`config.mk`:
```
export PLATFORM = sky130hd
export DESIGN_NAME = pc_fetch_ctrl
export DESIGN_NICKNAME = d
export VERILOG_FILES = /design/src/rtl/pc_fetch_ctrl.sv
export SDC_FILE = /design/constraint.sdc
export NUM_CORES = 1
export LEC_CHECK = 0
export ABC_AREA = 1
export BUFFER_PORTS_ARGS = -buffer_cell sky130_fd_sc_hd__buf_4
export CORE_MARGIN = 2
export CORE_UTILIZATION = 45
export DETAILED_ROUTE_END_ITERATION = 10
export PLACE_DENSITY_LB_ADDON = 0.12
export SYNTH_ARGS = -nofsm -noshare
export SYNTH_HDL_FRONTEND = slang
export SYNTH_SLANG_ARGS = --single-unit
```
`constraint.sdc`:
```
create_clock -name clk -period 7.1 [get_ports clk]
set_input_delay 0.355 -clock clk [delete_from_list [all_inputs] [get_ports clk]]
set_output_delay 0.355 -clock clk [all_outputs]
set_load 0.03 [all_outputs]
```
`src/rtl/pc_fetch_ctrl.sv`:
```
// pc_fetch_ctrl: owns the PC and sequences one instruction fetch at a time.
// It holds each returned word for decode and applies branch and flush redirects.
// Ports:
//   clk, rst                    clock, async active-high reset
//   stall_i                     decode not ready; hold the current word
//   flush_i, new_pc_i           flush redirect pulse and its target
//   branch_flag_i, branch_target_i  branch redirect pulse and its target
//   ce_o                        imem chip enable
//   imem_req_o, imem_addr_o     fetch request and address (addr = pc)
//   imem_gnt_i                  request accepted
//   imem_rvalid_i, imem_rdata_i fetch response
//   if_valid_o, if_pc_o, if_inst_o  instruction delivered to IF/ID
module pc_fetch_ctrl #(
  parameter logic [31:0] RESET_PC = 32'h0000_0000
) (
  input  logic        clk,
  input  logic        rst,
  input  logic        stall_i,
  input  logic        flush_i,
  input  logic [31:0] new_pc_i,
  input  logic        branch_flag_i,
  input  logic [31:0] branch_target_i,
  output logic        ce_o,
  output logic        imem_req_o,
  output logic [31:0] imem_addr_o,
  input  logic        imem_gnt_i,
  input  logic        imem_rvalid_i,
  input  logic [31:0] imem_rdata_i,
  output logic        if_valid_o,
  output logic [31:0] if_pc_o,
  output logic [31:0] if_inst_o
);

  typedef enum logic [1:0] {
    IDLE,
    REQ,
    WAIT,
    HOLD
  } state_t;

  state_t      state;
  logic [31:0] pc;
  logic [31:0] inflight_pc;
  logic        discard;
  logic        redirect;
  logic [31:0] raw_tgt;
  logic [31:0] target;

  // Flush outranks branch; targets are forced word-aligned.
  assign redirect    = flush_i | branch_flag_i;
  assign raw_tgt     = flush_i ? new_pc_i : branch_target_i;
  assign target      = {raw_tgt[31:2], 2'b00};
  assign imem_addr_o = pc;

  always_ff @(posedge clk or posedge rst) begin
    if (rst) begin
      state       <= IDLE;
      pc          <= RESET_PC;
      inflight_pc <= 32'h0;
      discard     <= 1'b0;
      ce_o        <= 1'b0;
      imem_req_o  <= 1'b0;
      if_valid_o  <= 1'b0;
      if_pc_o     <= 32'h0;
      if_inst_o   <= 32'h0;
    end else begin
      unique case (state)
        IDLE: begin
          ce_o       <= 1'b1;
          imem_req_o <= 1'b1;
          state      <= REQ;
          if (redirect) pc <= target;
        end
        REQ: begin
          if (imem_gnt_i) begin
            // The old address is accepted even if a redirect
            // lands now; its response is then marked stale.
            inflight_pc <= pc;
            imem_req_o  <= 1'b0;
            state       <= WAIT;
            if (redirect) begin
              pc      <= target;
              discard <= 1'b1;
            end else begin
              pc <= pc + 32'd4;
            end
          end else if (redirect) begin
            pc <= target;
          end
        end
        WAIT: begin
          if (redirect) pc <= target;
          if (imem_rvalid_i) begin
            if (discard || redirect) begin
              discard    <= 1'b0;
              imem_req_o <= 1'b1;
              state      <= REQ;
            end else begin
              if_inst_o  <= imem_rdata_i;
              if_pc_o    <= inflight_pc;
              if_valid_o <= 1'b1;
              state      <= HOLD;
            end
          end else if (redirect) begin
            discard <= 1'b1;
          end
        end
        HOLD: begin
          // A redirect drops the held word even under stall.
          if (redirect || !stall_i) begin
            if_valid_o <= 1'b0;
            imem_req_o <= 1'b1;
            state      <= REQ;
            if (redirect) pc <= target;
          end
        end
        default: state <= IDLE;
      endcase
    end
  end

endmodule

```
; Word level (Yosys, flattened, before mapping)
; Cells that the tools add are included.
; W data, S select, Z words.
[totals]
ff_bits = 134
input_bits = 103
output_inout_bits = 99
elab_cells = 59
[classes]
add_sub_neg = 1
eq_ne = 9
n_mux = 25
n_bitwise = 2
n_reduce_logical = 13
[ops]
columns = operator, n
row1 = $mux W32, 5
row2 = $pmux W32 S3, 1
row3 = $add A32 B3 Y32 const B, 1
row4 = $mux W1, 11
row5 = $ne A2 B2 Y1 const B, 5
row6 = $reduce_and A3 Y1, 3
row7 = $mux W2, 4
row8 = $pmux W2 S4, 1
row9 = $reduce_and A4 Y1, 2
row10 = $eq A2 B2 Y1 const B, 2
row11 = $pmux W1 S2, 2
row12 = $pmux W1 S4, 1
row13 = $reduce_bool A2 Y1, 2
row14 = $ne A3 B3 Y1 const B, 1
row15 = $eq A2 B1 Y1 const B, 1
row16 = $logic_not A2 Y1, 1
row17 = $logic_or A1 B1 Y1, 2
row18 = $reduce_and A2 Y1, 1
row19 = $reduce_or A2 Y1, 1
row20 = $logic_not A1 Y1, 1
row21 = $not A1 Y1, 1
row22 = $or A1 B1 Y1, 1

; Depth between registers and ports, before layout
[logic_depth]
depth_word = 5
depth_mapped = 11
mapped_depth_nobuf = 11

; Worst setup path before layout
; OpenSTA, ideal clock, no wires.
[synth_timing]
path_type = reg-to-reg
startpoint = register state[1]
endpoint = register pc[13], in the netlist imem_addr_o[13]
setup_ns = 0.114
arrival_time_ns = 1.635
required_time_ns = 6.986
setup_slack_ns = 5.350
stages_incl_launch_ff = 12
n_path_buf = 0
period_less_slack_ns = 1.750
path_cell_list = dfrtp_1 > inv_1 > ha_1 > nand2_1 > inv_2 > nand2_1 > nor2_4 > nand2_1 > nor3_1 > nand3_1 > nand2_1 > nor2_1
[synth_via]
elab_chain_len = 3
word_cells_on_any_way = 7
cone_classes = eq/ne: 4 / mux: 1 / reduce/logical: 2
[synth_lines]
columns = item, line_no
row1 = start: declaration, 41  ; state_t state;
row2 = start signal: assignment, 57  ; state <= IDLE;
row3 = start signal: assignment, 71  ; state <= REQ;
row4 = start signal: assignment, 80  ; state <= WAIT;
row5 = $eq A2 B2 Y1 or $logic_not A2 Y1 (tied branches), 67  ; unique case (state)
row6 = $reduce_or A2 Y1 (no line), -
row7 = $pmux W32 S3, 67
row8 = end signal: assignment, 72  ; if (redirect) pc <= target;
row9 = end signal: assignment, 82  ; pc <= target;
row10 = end signal: assignment, 85  ; pc <= pc + 32'd4;
row11 = end: declaration, 42  ; logic [31:0] pc;
; Several ways; a longest one is shown, not always the timed one.
; A chain may end at the register's enable or synchronous reset.

; Worst setup path after layout
[layout_timing]
startpoint = register state[1]
endpoint = register pc[17], in the netlist imem_addr_o[17]
; The elaborated chain is that of the path after synthesis.

==> metrics.yaml <==
hold-worst-slack_ns: 0.0005844
grt_antenna_before_repair: 0
slowest_stage: "inv_2"
status: "complete, no violations"
globalplace.congestion: 0.9311
via_count: 5894
cts_hold_buf: 0
pre_cts_ws_ns: 3.979
hp-class: "input port to asynchronous set/reset pin"
finalHoldViolations: 0
fp.dieW_um: 126.4
die_h_um: 126.4
synthCells: 750
dieArea_mm2: 0.01598
final.min_clock_period_ns: 2.871
root_buffer: "clkbuf_16"
htree_num_levels: 4
cts-resized-gates: 0
worstMarginPinSlew_ns: 0.9603
via_per_inst: 5.193
grt_overflow: 0
path_class: "flip-flop to flip-flop"
max_freq_ghz: 0.3484
clk_latency_ns: 0.42
ys_top_cells_by_area: "dfrtp_1 50%, mux2_4 12%, nand2_1 8.8%, nor2_1 5.5%, nand3_1 3.8%"
seq_area_mm2: 0.003353
core_area_mm2: 0.01459
grt_pass1_wl_um: 30760
crit_top_cell: "nand2_1"
synth_area_per_cell_um2: 8.992
grt.total_usage: 0.2451
cts.path.max_buffers: 2
synth.top_cell.area_share: 0.4972
wl_per_cell_um: 16.75
syn_nets: 858
start_util: 0.4623
end_kind: "flip-flop"
cpPeakStageDelay_ns: 0.48
nets: 1047
worstPathRequired_ns: 7.44
syn_area_mm2: 0.006744
drc: 0
tns_ns: 0
ir_worst_vdd_v: 0.0002204
cp_top_family: "buffers and inverters"
cts_buffers: 17
postRouteAntennaNets: 0
arrival_ns: 3.21
multiInputGateArea_mm2: 0.002964
rsz0062_at_grt: "no"
p_leak_nw: 4.723
tritoncts: "done"
slew_headroom: 0.3598
ys_seq_area_frac: 0.4972
hpwl_um: 13230
cp_num_buf_inv: 3
setup_slack_ns: 4.229
cp_max_fo: 62
drt_wl_total_um: 19010
fin_crit_sh: 0.4043
grt_start_max_net_pins: 77
power_density_mw_per_mm2: 330.2
numPlacedInstances: 1104
yosysWarnings: 0
fillerInstances: 1352
drive_gt1_frac: 0.3123
finalNonFillerCells: 1135
drt_iter0_markers: 364
cp.depth: 11
cts_setup_buffers: 0
synth.most_common_cell: "nand2_1"
n_antenna_cell: 0
drv_slew: 0
synth_top_cell_by_area: "dfrtp_1"
skew_ns: 0.009639
synthTopCellsByCount: "159 x nand2_1, 134 x dfrtp_1, 99 x nor2_1"
finalSetupViolations: 0
synth_edf_count: 0
io_buffers: 197
grt_pass1_vias: 5791
area_delta_synth_final_pct: 32.43
ff2ff_path_depth: 11
synth-seq-cells: 134
async_reset_ff_frac: 1.000
drtPass1Iterations: 5
critPathLaunchType: "flip-flop"
ys.flop_type: "dfrtp_1"
clkTransAtPathRegs_ns: 0.06
rows: 44
drv_cap: 0
ios: 202
clock_sinks: 134
worstPathCellList: "inv_1 -> ha_1 -> nand2_2 -> buf_4 -> inv_2 -> nand2_1 -> nor2_4 -> nand2_1 -> o21ai_0 -> nand3_1 -> a21oi_1"
synth.distinct_cells: 33
final cells by class:
cell class,count,share of cell area
Sequential cell,134,0.3755
Multi-Input combinational cell,515,0.3319
Timing Repair Buffer,204,0.1715
Clock buffer,24,0.05618
Inverter,67,0.02872
Tap cell,184,0.02578
Clock inverter,7,0.01051
registers in the layout (all words and copies together) (netlist names):
register	count
if_pc_o	32
inflight_pc	32
discard	1
if_valid_o	1
imem_req_o	1
state	2
imem_addr_o	32
ce_o	1
if_inst_o	32
placed cells by master (no fill, tap or decap), drive strengths merged, types with 3 or more instances in the layout:
cell type / count
dfrtp: 134
inv: 66
or2: 3
o21ai: 49
clkinv: 4
nand4: 17
a31oi: 5
nand3: 51
o211ai: 8
ha: 5
nor2: 102
buf: 204
nand2: 160
mux2: 59
a21oi: 34
clkbuf: 24
nor3: 12
cells by family (layout without fill, tap and decap cells):
family / count (synthesis) / after routing / share of synthesized area
simple gates: 345 / 345 / 0.2152
flops: 134 / 134 / 0.4972
compound gates: 106 / 106 / 0.08664
buf+inv: 101 / 302 / 0.06364
mux: 59 / 59 / 0.1280
fa+ha+maj: 5 / 5 / 0.009276
path summary, 6_finish.rpt:
check                                 start         endpoint  slack [ns]
max reg2reg                        state[1]  imem_addr_o[17]        4.23
min                                     rst     if_inst_o[4]      0.0006
min in group clk           imem_rdata_i[21]    if_inst_o[21]        0.15
max                                state[1]  imem_addr_o[17]        4.23
min reg2reg                            ce_o             ce_o        0.47
max in group asynchronous               rst  imem_addr_o[17]        5.75
stage by stage:
step	total power, mW	util	area (µm²)
finish	2.949	0.6122	8931
global placement	2.064	0.5714	8335
floorplan	1.715	-	6744
CTS	2.970	0.6122	8931
global route	3.117	0.6122	8931
detailed placement	2.083	0.5714	8335
metal layers:
metal | share of wire | track usage | up-vias
li1 | - | - | 2867
met1 | 0.47 | 0.3526 | 2764
met2 | 0.45 | 0.3762 | 243
met3 | 0.072 | 0.06284 | 20
met4 | 0.0085 | 0.05430 | 0
met5 | 0 | 0 | -
report_power, final:
| group | total [mW] | internal, mW | leakage [nW] | switching (mW) |
|---|---|---|---|---|
| Clock | 0.880 | 0.561 | 0.288 | 0.319 |
| Combinational | 0.958 | 0.387 | 2.72 | 0.572 |
| Sequential | 1.11 | 0.972 | 1.71 | 0.139 |
| Total | 2.95 | 1.92 | 4.72 | 1.03 |
No activity file was read; power rests on OpenSTA's default activity.
